[src/rtl/copro_result_buffer_if.sv]
// -----------------------------------------------------------------------------
// copro_result_buffer_if
//
// Purpose:
//   Bundles the ALU push side, the core-facing result side and the status
//   outputs of copro_result_buffer into a single interface. Clock and reset
//   are not part of the bundle; they stay as plain module ports.
//
// Signals (direction as seen from the buffer, i.e. the slave modport):
//   flush_i        in   synchronous clear of all stored entries
//   alu_valid_i    in   ALU result present this cycle (no backpressure)
//   alu_result_i   in   ALU result data, XLEN bits
//   alu_hartid_i   in   hart of the result
//   alu_id_i       in   instruction id of the result
//   alu_rd_i       in   destination register
//   alu_we_i       in   register write enable
//   accept_o       out  issue may send one more instruction to the ALU
//   result_valid_o out  head entry presented to the core
//   result_ready_i in   core consumes the head entry
//   result_data_o, hartid_o, id_o, rd_o, we_o  out  head entry fields
//   count_o        out  number of stored entries
//   overflow_o     out  sticky flag, a push was lost
//
// Modports:
//   master - ALU / core / issue side (drives inputs of the buffer)
//   slave  - the buffer itself
// -----------------------------------------------------------------------------
interface copro_result_buffer_if #(
    parameter int unsigned XLEN     = 32,
    parameter int unsigned DEPTH    = 4,
    parameter type         hartid_t = logic,
    parameter type         id_t     = logic
);

    localparam int unsigned CNT_W = $clog2(DEPTH) + 1;

    logic             flush_i;
    logic             alu_valid_i;
    logic [XLEN-1:0]  alu_result_i;
    hartid_t          alu_hartid_i;
    id_t              alu_id_i;
    logic [4:0]       alu_rd_i;
    logic             alu_we_i;
    logic             accept_o;
    logic             result_valid_o;
    logic             result_ready_i;
    logic [XLEN-1:0]  result_data_o;
    hartid_t          hartid_o;
    id_t              id_o;
    logic [4:0]       rd_o;
    logic             we_o;
    logic [CNT_W-1:0] count_o;
    logic             overflow_o;

    modport master (
        output flush_i,
        output alu_valid_i,
        output alu_result_i,
        output alu_hartid_i,
        output alu_id_i,
        output alu_rd_i,
        output alu_we_i,
        output result_ready_i,
        input  accept_o,
        input  result_valid_o,
        input  result_data_o,
        input  hartid_o,
        input  id_o,
        input  rd_o,
        input  we_o,
        input  count_o,
        input  overflow_o
    );

    modport slave (
        input  flush_i,
        input  alu_valid_i,
        input  alu_result_i,
        input  alu_hartid_i,
        input  alu_id_i,
        input  alu_rd_i,
        input  alu_we_i,
        input  result_ready_i,
        output accept_o,
        output result_valid_o,
        output result_data_o,
        output hartid_o,
        output id_o,
        output rd_o,
        output we_o,
        output count_o,
        output overflow_o
    );

endinterface

[src/rtl/copro_result_buffer.sv]
// -----------------------------------------------------------------------------
// copro_result_buffer
//
// Purpose:
//   Circular FIFO that collects results from a 1-cycle coprocessor ALU and
//   presents them in order to the core. The ALU side cannot be stalled, so
//   accept_o throttles issue early enough to leave room for the result that
//   is already in flight. A push that still finds the buffer full (and no
//   pop in the same cycle) is dropped and recorded in the sticky overflow_o.
//
// Parameters:
//   XLEN     result data width
//   DEPTH    number of entries; power of two, at least 2
//   hartid_t hart identifier type
//   id_t     instruction identifier type
//
// Ports:
//   clk_i    clock, all state updates on the rising edge
//   rst_ni   asynchronous active-low reset
//   bus      copro_result_buffer_if.slave (push side, result side, status)
// -----------------------------------------------------------------------------
module copro_result_buffer #(
    parameter int unsigned XLEN     = 32,
    parameter int unsigned DEPTH    = 4,
    parameter type         hartid_t = logic,
    parameter type         id_t     = logic
) (
    input  logic                    clk_i,
    input  logic                    rst_ni,
    copro_result_buffer_if.slave    bus
);

    localparam int unsigned        PTR_W      = $clog2(DEPTH);
    localparam int unsigned        CNT_W      = PTR_W + 1;
    localparam logic [CNT_W-1:0]   FULL_CNT   = CNT_W'(DEPTH);
    localparam logic [CNT_W-1:0]   ACCEPT_MAX = CNT_W'(DEPTH - 2);
    localparam logic [PTR_W-1:0]   PTR_ONE    = PTR_W'(1);
    localparam logic [CNT_W-1:0]   CNT_ONE    = CNT_W'(1);

    // Entry storage; data path only, no reset needed because the outputs
    // are masked while the buffer is empty.
    logic [XLEN-1:0]  r_data [DEPTH];
    hartid_t          r_hart [DEPTH];
    id_t              r_id   [DEPTH];
    logic [4:0]       r_rd   [DEPTH];
    logic             r_we   [DEPTH];

    logic [PTR_W-1:0] r_rd_ptr;
    logic [PTR_W-1:0] r_wr_ptr;
    logic [CNT_W-1:0] r_count;
    logic             r_overflow;

    logic             w_valid;
    logic             w_full;
    logic             w_pop;
    logic             w_write;
    logic             w_drop;

    always_comb begin
        w_valid = (r_count != '0);
        w_full  = (r_count == FULL_CNT);
        w_pop   = w_valid && bus.result_ready_i && !bus.flush_i;
        // A pop in the same cycle frees the head slot, so a full buffer can
        // still take the push: the new entry lands in the slot being vacated
        // (write pointer equals read pointer when full).
        w_write = bus.alu_valid_i && (!w_full || w_pop) && !bus.flush_i;
        w_drop  = bus.alu_valid_i && w_full && !w_pop && !bus.flush_i;
    end

    // Control state: pointers, occupancy and sticky overflow.
    always_ff @(posedge clk_i or negedge rst_ni) begin
        if (!rst_ni) begin
            r_rd_ptr   <= '0;
            r_wr_ptr   <= '0;
            r_count    <= '0;
            r_overflow <= 1'b0;
        end else if (bus.flush_i) begin
            r_rd_ptr   <= '0;
            r_wr_ptr   <= '0;
            r_count    <= '0;
            r_overflow <= 1'b0;
        end else begin
            if (w_write) begin
                r_wr_ptr <= r_wr_ptr + PTR_ONE;
            end
            if (w_pop) begin
                r_rd_ptr <= r_rd_ptr + PTR_ONE;
            end
            if (w_write && !w_pop) begin
                r_count <= r_count + CNT_ONE;
            end else if (w_pop && !w_write) begin
                r_count <= r_count - CNT_ONE;
            end
            if (w_drop) begin
                r_overflow <= 1'b1;
            end
        end
    end

    always_ff @(posedge clk_i) begin
        if (w_write) begin
            r_data[r_wr_ptr] <= bus.alu_result_i;
            r_hart[r_wr_ptr] <= bus.alu_hartid_i;
            r_id[r_wr_ptr]   <= bus.alu_id_i;
            r_rd[r_wr_ptr]   <= bus.alu_rd_i;
            r_we[r_wr_ptr]   <= bus.alu_we_i;
        end
    end

    // Head entry presentation; fields read as zero while empty so that
    // reset forces every output field to zero without clearing the storage.
    always_comb begin
        bus.result_valid_o = w_valid;
        bus.result_data_o  = w_valid ? r_data[r_rd_ptr] : '0;
        bus.hartid_o       = w_valid ? r_hart[r_rd_ptr] : hartid_t'('0);
        bus.id_o           = w_valid ? r_id[r_rd_ptr]   : id_t'('0);
        bus.rd_o           = w_valid ? r_rd[r_rd_ptr]   : '0;
        bus.we_o           = w_valid ? r_we[r_rd_ptr]   : 1'b0;
        bus.count_o        = r_count;
        bus.overflow_o     = r_overflow;
        // Leave one free slot for the result already inside the ALU.
        bus.accept_o       = (r_count <= ACCEPT_MAX);
    end

endmodule

[src/flat_wrapper.sv]
// flat-port wrapper written by rule: the top's interface ports become plain ports
module copro_result_buffer_flat 
#(
    parameter int unsigned XLEN     = 32,
    parameter int unsigned DEPTH    = 4,
    parameter type         hartid_t = logic,
    parameter type         id_t     = logic
)
  (clk_i, rst_ni, bus_flush_i, bus_alu_valid_i, bus_alu_result_i, bus_alu_hartid_i, bus_alu_id_i, bus_alu_rd_i, bus_alu_we_i, bus_result_ready_i, bus_accept_o, bus_result_valid_o, bus_result_data_o, bus_hartid_o, bus_id_o, bus_rd_o, bus_we_o, bus_count_o, bus_overflow_o);
  copro_result_buffer_if #(.XLEN(XLEN), .DEPTH(DEPTH), .hartid_t(hartid_t), .id_t(id_t)) bus_i ();
  input  logic clk_i;
  input  logic rst_ni;
  input wire logic [$bits(bus_i.flush_i)-1:0] bus_flush_i;
  input wire logic [$bits(bus_i.alu_valid_i)-1:0] bus_alu_valid_i;
  input wire logic [$bits(bus_i.alu_result_i)-1:0] bus_alu_result_i;
  input wire logic [$bits(bus_i.alu_hartid_i)-1:0] bus_alu_hartid_i;
  input wire logic [$bits(bus_i.alu_id_i)-1:0] bus_alu_id_i;
  input wire logic [$bits(bus_i.alu_rd_i)-1:0] bus_alu_rd_i;
  input wire logic [$bits(bus_i.alu_we_i)-1:0] bus_alu_we_i;
  input wire logic [$bits(bus_i.result_ready_i)-1:0] bus_result_ready_i;
  output wire logic [$bits(bus_i.accept_o)-1:0] bus_accept_o;
  output wire logic [$bits(bus_i.result_valid_o)-1:0] bus_result_valid_o;
  output wire logic [$bits(bus_i.result_data_o)-1:0] bus_result_data_o;
  output wire logic [$bits(bus_i.hartid_o)-1:0] bus_hartid_o;
  output wire logic [$bits(bus_i.id_o)-1:0] bus_id_o;
  output wire logic [$bits(bus_i.rd_o)-1:0] bus_rd_o;
  output wire logic [$bits(bus_i.we_o)-1:0] bus_we_o;
  output wire logic [$bits(bus_i.count_o)-1:0] bus_count_o;
  output wire logic [$bits(bus_i.overflow_o)-1:0] bus_overflow_o;
  assign bus_i.flush_i = bus_flush_i;
  assign bus_i.alu_valid_i = bus_alu_valid_i;
  assign bus_i.alu_result_i = bus_alu_result_i;
  assign bus_i.alu_hartid_i = bus_alu_hartid_i;
  assign bus_i.alu_id_i = bus_alu_id_i;
  assign bus_i.alu_rd_i = bus_alu_rd_i;
  assign bus_i.alu_we_i = bus_alu_we_i;
  assign bus_i.result_ready_i = bus_result_ready_i;
  assign bus_accept_o = bus_i.accept_o;
  assign bus_result_valid_o = bus_i.result_valid_o;
  assign bus_result_data_o = bus_i.result_data_o;
  assign bus_hartid_o = bus_i.hartid_o;
  assign bus_id_o = bus_i.id_o;
  assign bus_rd_o = bus_i.rd_o;
  assign bus_we_o = bus_i.we_o;
  assign bus_count_o = bus_i.count_o;
  assign bus_overflow_o = bus_i.overflow_o;
  copro_result_buffer #(.XLEN(XLEN), .DEPTH(DEPTH), .hartid_t(hartid_t), .id_t(id_t)) u_core (.clk_i(clk_i), .rst_ni(rst_ni), .bus(bus_i));
endmodule
[config.mk]
export PLATFORM = sky130hd
export DESIGN_NAME = copro_result_buffer_flat
export DESIGN_NICKNAME = d
export VERILOG_FILES = /design/src/rtl/copro_result_buffer_if.sv /design/src/rtl/copro_result_buffer.sv /design/src/flat_wrapper.sv
export SDC_FILE = /design/constraint.sdc
export NUM_CORES = 1
export LEC_CHECK = 0
export CAP_MARGIN = 40
export CORE_ASPECT_RATIO = 1.25
export CORE_UTILIZATION = 35
export DETAILED_ROUTE_END_ITERATION = 16
export GPL_TIMING_DRIVEN = 0
export HOLD_SLACK_MARGIN = 0.06
export PLACE_DENSITY = 0.61
export SLEW_MARGIN = 20
export SYNTH_ARGS = -nofsm -noshare
export SYNTH_HDL_FRONTEND = slang
export SYNTH_SLANG_ARGS = --single-unit
export TNS_END_PERCENT = 1
[constraint.sdc]
create_clock -name clk_i -period 5.3 [get_ports clk_i]
set_input_delay 1.59 -clock clk_i [delete_from_list [all_inputs] [get_ports clk_i]]
set_output_delay 1.59 -clock clk_i [all_outputs]
set_load 0.005 [all_outputs]
==> results of run 1 <==
cell usage after synthesis, types with 4 or more instances:
cell type                  count  area [sq um]
sky130_fd_sc_hd__edfxtp_1    160          4800
sky130_fd_sc_hd__nor2_1       10          37.5
sky130_fd_sc_hd__mux4_2       38           856
sky130_fd_sc_hd__inv_1         5          18.8
sky130_fd_sc_hd__ha_1          4          50.1
sky130_fd_sc_hd__buf_2         6          30.0
sky130_fd_sc_hd__buf_12        4          80.1
sky130_fd_sc_hd__a21oi_1       4          20.0
sky130_fd_sc_hd__dfrtp_1       8           200
sky130_fd_sc_hd__clkbuf_1      7          26.3
sky130_fd_sc_hd__and2_1       45           282
per-layer routing:
metal | GRT usage | vias to the layer above | share of wire
li1 | - | 1481 | -
met2 | 0.235 | 70 | 0.54
met4 | 0.0418 | 0 | 0.0080
met3 | 0.0342 | 10 | 0.034
met5 | 0 | - | 0
met1 | 0.153 | 1654 | 0.42
state kept, by name, summed over array words and instances, names as in the netlist:
signal	flops
u_core.r_data	128
u_core.r_rd	20
u_core.r_hart	4
u_core.r_id	4
u_core.r_we	4
u_core.bus.count_o	3
u_core.r_rd_ptr	2
u_core.r_wr_ptr	2
u_core.bus.overflow_o	1
placed cells by master (no fill, tap or decap), types with 2 or more instances in the layout:
cell type                         synthesis  routed
sky130_fd_sc_hd__edfxtp_1               160     160
sky130_fd_sc_hd__o21ai_0                  2       2
sky130_fd_sc_hd__bufinv_16                0       4
sky130_fd_sc_hd__mux2_1                   2       2
sky130_fd_sc_hd__mux4_2                  38      38
sky130_fd_sc_hd__buf_12                   4       4
sky130_fd_sc_hd__clkbuf_1                 7       9
sky130_fd_sc_hd__a21oi_1                  4       4
sky130_fd_sc_hd__or3_1                    2       2
sky130_fd_sc_hd__inv_6                    0       4
sky130_fd_sc_hd__buf_6                    2       2
sky130_fd_sc_hd__dfrtp_1                  8       8
sky130_fd_sc_hd__buf_2                    6       6
sky130_fd_sc_hd__inv_1                    5       5
sky130_fd_sc_hd__and2_1                  45      41
sky130_fd_sc_hd__mux4_1                   2       2
sky130_fd_sc_hd__clkbuf_16                0      17
sky130_fd_sc_hd__clkdlybuf4s50_1          0      88
sky130_fd_sc_hd__and2_4                   0       4
sky130_fd_sc_hd__nor2_1                  10      10
sky130_fd_sc_hd__xor2_1                   2       2
sky130_fd_sc_hd__nand3b_1                 2       2
sky130_fd_sc_hd__ha_1                     4       4
worst reg2reg max path: cells and delay by family (launching register included):
family | cells | cell delay [ps]
simple gates | 4 | 1110
flops | 1 | 480
fa+ha+maj | 1 | 410
compound gates | 2 | 300
area by class of cell:
cell class              count  area share
multi-input cells         126       0.178
repair buffers             88       0.104
inverters                   5     0.00221
well taps                 232      0.0342
clock buffers              19      0.0510
flip-flops and latches    168       0.590
clock inverters            13      0.0226
plain buffers              19      0.0187
metrics by stage:
step / hold slack [ps] / power, mW / std cells / setup slack [ps]
final: 511 / 4.07 / 670 / 1320
after global routing: 543 / 4.26 / 670 / 1130
after CTS: 510 / 4.14 / 670 / 1250
after detailed placement: 491 / 2.84 / 638 / 1660
after global placement: 498 / 2.83 / 638 / 579
after floorplan: 486 / 2.24 / 318 / 1710
how the worst max path moves through the flow:
| stage | to | slack (ps) | from |
|---|---|---|---|
| after floorplan | u_core.r_data[0][0] | 1710 | bus_result_ready_i |
| final | bus_result_data_o[26] | 1320 | u_core.bus.count_o[1] |
| after global placement | u_core.r_id[0] | 580 | bus_flush_i |
| after detailed placement | u_core.bus.count_o[2] | 1660 | bus_result_ready_i |
| after CTS | bus_result_data_o[30] | 1250 | u_core.bus.count_o[1] |
| after global routing | bus_result_data_o[18] | 1130 | u_core.bus.count_o[2] |
logic make-up (layout without fill, tap and decap cells):
kind of cell / after synthesis / count (layout) / synth area share
fa+ha+maj: 5 / 5 / 0.0105
simple gates: 63 / 63 / 0.0571
flops: 168 / 168 / 0.749
compound gates: 13 / 13 / 0.0135
mux: 42 / 42 / 0.139
xor+xnor: 3 / 3 / 0.00393
buf+inv: 24 / 144 / 0.0266
power breakdown:
group | leakage (nW) | switching, mW | internal, mW | total (mW)
sequential | 1.56 | 0.0215 | 1.52 | 1.54
combinational | 0.889 | 0.483 | 0.752 | 1.23
clock | 0.302 | 0.496 | 0.797 | 1.29
total | 2.75 | 1.00 | 3.07 | 4.07
==> insert_results.sql, run 1 <==
INSERT INTO impl_metrics (metric_group, metric, value, unit) VALUES
('run_status', 'run_status', 'finished with violations', ''),
('run_status', 'failed_checks', 'design-rule violations', ''),
('floorplanning', 'num_rows', '56', ''),
('clock_network', 'path_clk_slew', '60', 'ps'),
('critical_path', 'cp.required', '3710', 'ps'),
('clock_network', 'cts_resized', '0', ''),
('critical_path', 'critical-path-top-delay-family', 'simple AND/OR/NAND/NOR gates', ''),
('grt', 'grt_max_degree', '41', ''),
('synth', 'synth_sequential_area_ratio', '0.749', ''),
('min_path', 'hold_path_startpoint', 'u_core.bus.overflow_o', ''),
('pwr', 'static-leakage-power', '2.75', 'nW'),
('cells_and_area', 'final_layout_size_suffix_gt1_frac', '0.194', ''),
('pwr', 'power-per-cell-area', '479', 'mW/mm^2'),
('critical_path', 'critPathLaunchType', 'flop', ''),
('floorplanning', 'floorplan.die.height', '156', 'um'),
('synth', 'synth-seq-cells', '168', ''),
('timing', 'setup_repair_after_global_routing_missed_its_margin', 'no', ''),
('grt', 'antenna_violations_before_repair', '0', ''),
('routing', 'wl', '12.1', 'mm'),
('synth', 'synth-warning-count', '0', ''),
('critical_path', 'rr_worst_depth', '7', ''),
('timing', 'fin_crit', '3980', 'ps'),
('timing', 'total_negative_slack', '0', 'ps'),
('place', 'post_dp_cell_area', '0.00786', 'sq mm'),
('grt', 'overflow', '0', ''),
('place', 'routabilityCongestion', '0.680', ''),
('min_path', 'min_delay_worst_endpoint', 'u_core.bus.overflow_o', ''),
('synth', 'synth-edff-count', '160', ''),
('clock_network', 'cts.root.buffer_cell', 'sky130_fd_sc_hd__clkbuf_16', ''),
('cells_and_area', 'final_util', '0.454', ''),
('critical_path', 'timing.critical_path.to_type', 'primary output', ''),
('synth', 'synth_cell_type_count', '31', ''),
('clock_network', 'worst_skew_pair.late_latency', '410', 'ps'),
('critical_path', 'cp_cell_sequence', 'or3_1, clkbuf_1, and2_1, clkdlybuf4s50_1', ''),
('cells_and_area', 'sequential_cell_area', '0.00500', 'sq mm'),
('grt', 'grt_first_pass_wirelength', '18.9', 'mm'),
('critical_path', 'reg2reg_slack', '2870', 'ps'),
('min_path', 'whs_path_depth', '2', ''),
('job', 'timing.max_cap.violations', '0', ''),
('critical_path', 'timing.rr.end', 'u_core.bus.count_o[2]', ''),
('critical_path', 'worstPathMaxFanout', '10', ''),
('clock_network', 'number_of_clock_sinks_seen_by_cts', '168', ''),
('grt', 'grt.total_usage', '0.131', ''),
('cells_and_area', 'final_net_count', '475', ''),
('routing', 'drtPass1Iterations', '12', ''),
('synth', 'avgSynthCellArea', '21.0', 'sq um'),
('critical_path', 'crit_slowest_cell', 'sky130_fd_sc_hd__or3_1', ''),
('timing', 'final-setup-viol-count', '0', ''),
('cells_and_area', 'n_fill_cell', '1578', ''),
('floorplanning', 'chipWidth', '126', 'um'),
('place', 'numPortBuffers', '88', ''),
('routing', 'first_iter_violations', '236', ''),
('clock_network', 'number_of_buffers_inserted_during_clock_tree_synthesis', '17', ''),
('cells_and_area', 'footprint_of_the_multi_input_gates', '0.00151', 'sq mm'),
('min_path', 'hold_class', 'flop to flop', ''),
('routing', 'detail-route-antenna-nets', '0', ''),
('pwr', 'vdd.ir_drop.worst', '0.196', 'mV'),
('timing', 'slew_headroom', '0.557', ''),
('synth', 'async_flop_share', '0.0476', ''),
('critical_path', 'critPathMaxStageDelay', '530', 'ps'),
('timing', 'fin_worst_skew', '11.6', 'ps'),
('critical_path', 'timing_worst_setup_path_type', 'flop to primary output', ''),
('clock_network', 'cts_max_path_buffers', '2', ''),
('floorplanning', 'die_area', '0.0197', 'sq mm'),
('place', 'detailed_place_hpwl', '7.31', 'mm'),
('routing', 'remaining_drc_errors', '4', ''),
('clock_network', 'tritoncts_clock_tree', 'yes', ''),
('synth', 'postSynth.topFlopCell', 'sky130_fd_sc_hd__edfxtp_1', ''),
('routing', 'drt-vias-per-instance', '4.80', ''),
('cells_and_area', 'synthToLayoutAreaGrowth', '27.0', '%'),
('timing', 'period_share', '0.750', '');
Note: power is estimated with default switching activity, not from simulation.
==> run 2: changes to the inputs <==
Clock period 5.3 ns to 3.9 ns, I/O delays scaled along.
==> results of run 2 <==
Same layout as run 1 (identical final DEF). Status: finished with violations: design-rule violations.
Main changes from that run: setup slack after placement 1660 ps -> 675 ps; setup slack after layout 1320 ps -> 343 ps; register-to-register setup slack 2870 ps -> 1470 ps; total power 4.07 mW -> 5.53 mW; worst IR drop on VDD 0.196 mV -> 0.266 mV
==> run 3: changes to the inputs <==
Settings changed: CORE_ASPECT_RATIO 1.25 to not set, GPL_TIMING_DRIVEN 0 to not set.
==> insert_results.sql, run 3 (same netlist as run 1, synthesis figures left out) <==
INSERT INTO impl_metrics (metric_group, metric, value, unit) VALUES
('routing', 'detail-route-antenna-nets', '0', ''),
('timing', 'fin_crit', '3680', 'ps'),
('critical_path', 'timing.critical_path.to_type', 'primary output', ''),
('clock_network', 'cts_max_level', '4', ''),
('cells_and_area', 'synthToLayoutAreaGrowth', '26.1', '%'),
('grt', 'grt_first_pass_wirelength', '19.6', 'mm'),
('routing', 'first_iter_violations', '122', ''),
('critical_path', 'crit_arrival', '2510', 'ps'),
('timing', 'hold_viol_final', '0', ''),
('clock_network', 'number_of_clock_sinks_seen_by_cts', '168', ''),
('critical_path', 'critPathLaunchType', 'flop', ''),
('cells_and_area', 'final_net_count', '470', ''),
('place', 'numPortBuffers', '90', ''),
('clock_network', 'worst_skew_pair.late_latency', '410', 'ps'),
('timing', 'slew_headroom', '0.706', ''),
('grt', 'overflow', '0', ''),
('timing', 'worstMarginPinSlew', '442', 'ps'),
('cells_and_area', 'commonest_cells_after_routing_fill_and_taps_aside', 'sky130_fd_sc_hd__edfxtp_1 (160), sky130_fd_sc_hd__clkdlybuf4s50_1 (90), sky130_fd_sc_hd__and2_1 (41)', ''),
('cells_and_area', 'antenna_cells_inserted', '0', ''),
('clock_network', 'cts.root.buffer_cell', 'sky130_fd_sc_hd__clkbuf_16', ''),
('timing', 'period_share', '0.944', ''),
('timing', 'final-setup-viol-count', '0', ''),
('pwr', 'power-per-cell-area', '625', 'mW/mm^2'),
('floorplanning', 'initial_cell_density_of_the_core', '0.357', ''),
('clock_network', 'cts.hold.buffers_added', '0', ''),
('routing', 'drt-vias-per-instance', '4.86', ''),
('critical_path', 'cp.required', '2730', 'ps'),
('grt', 'antenna_violations_before_repair', '0', ''),
('critical_path', 'crit_slowest_cell', 'sky130_fd_sc_hd__or3_2', ''),
('grt', 'grt.total_usage', '0.135', ''),
('critical_path', 'critical_path.n_buffers_inverters', '2', ''),
('clock_network', 'tritoncts_clock_tree', 'yes', ''),
('critical_path', 'timing_worst_setup_path_type', 'flop to primary output', ''),
('min_path', 'hold_class', 'flop to flop', ''),
('pwr', 'power.total', '5.27', 'mW'),
('floorplanning', 'chipWidth', '140', 'um'),
('pwr', 'vdd.ir_drop.worst', '0.308', 'mV'),
('cells_and_area', 'final_common_cell', 'sky130_fd_sc_hd__edfxtp_1', ''),
('pwr', 'static-leakage-power', '2.70', 'nW'),
('cells_and_area', 'largest_register_ff_count', '128', ''),
('timing', 'fin_worst_skew', '6.13', 'ps'),
('routing', 'wl', '12.3', 'mm'),
('floorplanning', 'die_area', '0.0196', 'sq mm'),
('cells_and_area', 'regMostFlops', 'u_core.r_data', ''),
('timing', 'total_negative_slack', '0', 'ps'),
('routing', 'wl_per_cell', '18.5', 'um'),
('cells_and_area', 'footprint_of_the_multi_input_gates', '0.00151', 'sq mm'),
('critical_path', 'worstPathMaxFanout', '26', ''),
('clock_network', 'number_of_buffers_inserted_during_clock_tree_synthesis', '17', ''),
('clock_network', 'cts_max_path_buffers', '2', ''),
('run_status', 'run_status', 'completed', ''),
('cells_and_area', 'final_layout_size_suffix_gt1_frac', '0.199', ''),
('clock_network', 'post-cts-setup-buffers', '0', ''),
('grt', 'grt_max_degree', '42', ''),
('cells_and_area', 'sequential_cell_area', '0.00501', 'sq mm'),
('clock_network', 'path_clk_slew', '60', 'ps'),
('grt', 'first_global_vias', '3597', ''),
('floorplanning', 'coreArea', '0.0187', 'sq mm'),
('routing', 'drtPass1Iterations', '4', ''),
('cells_and_area', 'n_fill_cell', '1625', ''),
('floorplanning', 'floorplan.die.height', '140', 'um'),
('floorplanning', 'num_rows', '50', ''),
('timing', 'slew_viol_final', '0', ''),
('clock_network', 'cts_resized', '0', ''),
('routing', 'detailroute.via_count', '3244', ''),
('job', 'timing.max_cap.violations', '0', ''),
('critical_path', 'critical-path-top-delay-family', 'simple AND/OR/NAND/NOR gates', ''),
('cells_and_area', 'registers_with_the_most_flip_flops', 'u_core.r_data (128), u_core.r_rd (20)', ''),
('timing', 'setup_repair_after_global_routing_missed_its_margin', 'no', ''),
('place', 'detailed_place_hpwl', '7.16', 'mm'),
('critical_path', 'cp_cell_sequence', 'or3_2, buf_16, and2_1, clkdlybuf4s50_1', ''),
('critical_path', 'critPathMaxStageDelay', '730', 'ps'),
('routing', 'remaining_drc_errors', '0', ''),
('place', 'routabilityCongestion', '0.717', ''),
('floorplanning', 'num_io_pins', '91', ''),
('timing', 'fmax', '0.272', 'GHz');
==> run 3: cell count changes in the layout (fill, tap and decap cells not counted), moves of 3 or more <==
cell / delta
sky130_fd_sc_hd__and2_4: -4
sky130_fd_sc_hd__bufinv_16: -3
sky130_fd_sc_hd__clkinvlp_4: +3
sky130_fd_sc_hd__buf_4: +7
sky130_fd_sc_hd__clkinv_1: +4
sky130_fd_sc_hd__clkbuf_1: -9
sky130_fd_sc_hd__buf_2: -6
sky130_fd_sc_hd__inv_6: -3
sky130_fd_sc_hd__and2_2: +4
==> run 3: tightest hold or removal path: stages (launching register included) <==
cell and delay (ps):
sky130_fd_sc_hd__dfrtp_1 350, sky130_fd_sc_hd__a21oi_1 40, sky130_fd_sc_hd__nor2_1 70
==> run 3: final cells by class <==
| cell class | count | share of cell area |
|---|---|---|
| clock buffers | 17 | 0.0505 |
| flip-flops and latches | 168 | 0.595 |
| repair buffers | 102 | 0.126 |
| multi-input cells | 126 | 0.179 |
| clock inverters | 15 | 0.0132 |
| inverters | 5 | 0.00223 |
| well taps | 234 | 0.0348 |
==> run 3: through the flow <==
step | utilization | cells | setup WS, ps | hold slack [ps] | area, sq um
2_1_floorplan | - | 318 | 727 | 486 | 6680
3_3_place_gp | 0.420 | 634 | 467 | 500 | 7860
3_5_place_dp | 0.420 | 634 | 400 | 491 | 7860
4_1_cts | 0.449 | 666 | 95.2 | 510 | 8400
6_report | 0.450 | 667 | 217 | 503 | 8420
5_1_grt | 0.450 | 667 | 72.8 | 538 | 8420
==> run 3: metal layers <==
layer,part of all wire,GRT usage
met5,0,0
met4,0.017,0.0544
met2,0.48,0.222
met3,0.044,0.0383
met1,0.46,0.170
==> run 3: path summary, 6_finish.rpt <==
check | end | from | cells past startpoint | slack, ps
worst min register to register | u_core.bus.overflow_o | u_core.bus.overflow_o | 2 | 500
worst max register to register | u_core.bus.count_o[2] | u_core.bus.count_o[1] | 7 | 1580
worst min-delay path | u_core.bus.overflow_o | u_core.bus.overflow_o | 2 | 500
min in group asynchronous | u_core.bus.overflow_o | rst_ni | 1 | 1050
max in group asynchronous | u_core.r_rd_ptr[0] | rst_ni | 1 | 2530
worst max-delay path | bus_rd_o[4] | u_core.bus.count_o[1] | 4 | 220
==> run 3: report_power, final <==
group,internal (mW),switching (mW),leakage (nW)
Clock,0.864,0.655,0.252
Sequential,2.07,0.111,1.56
Combinational,0.997,0.575,0.892
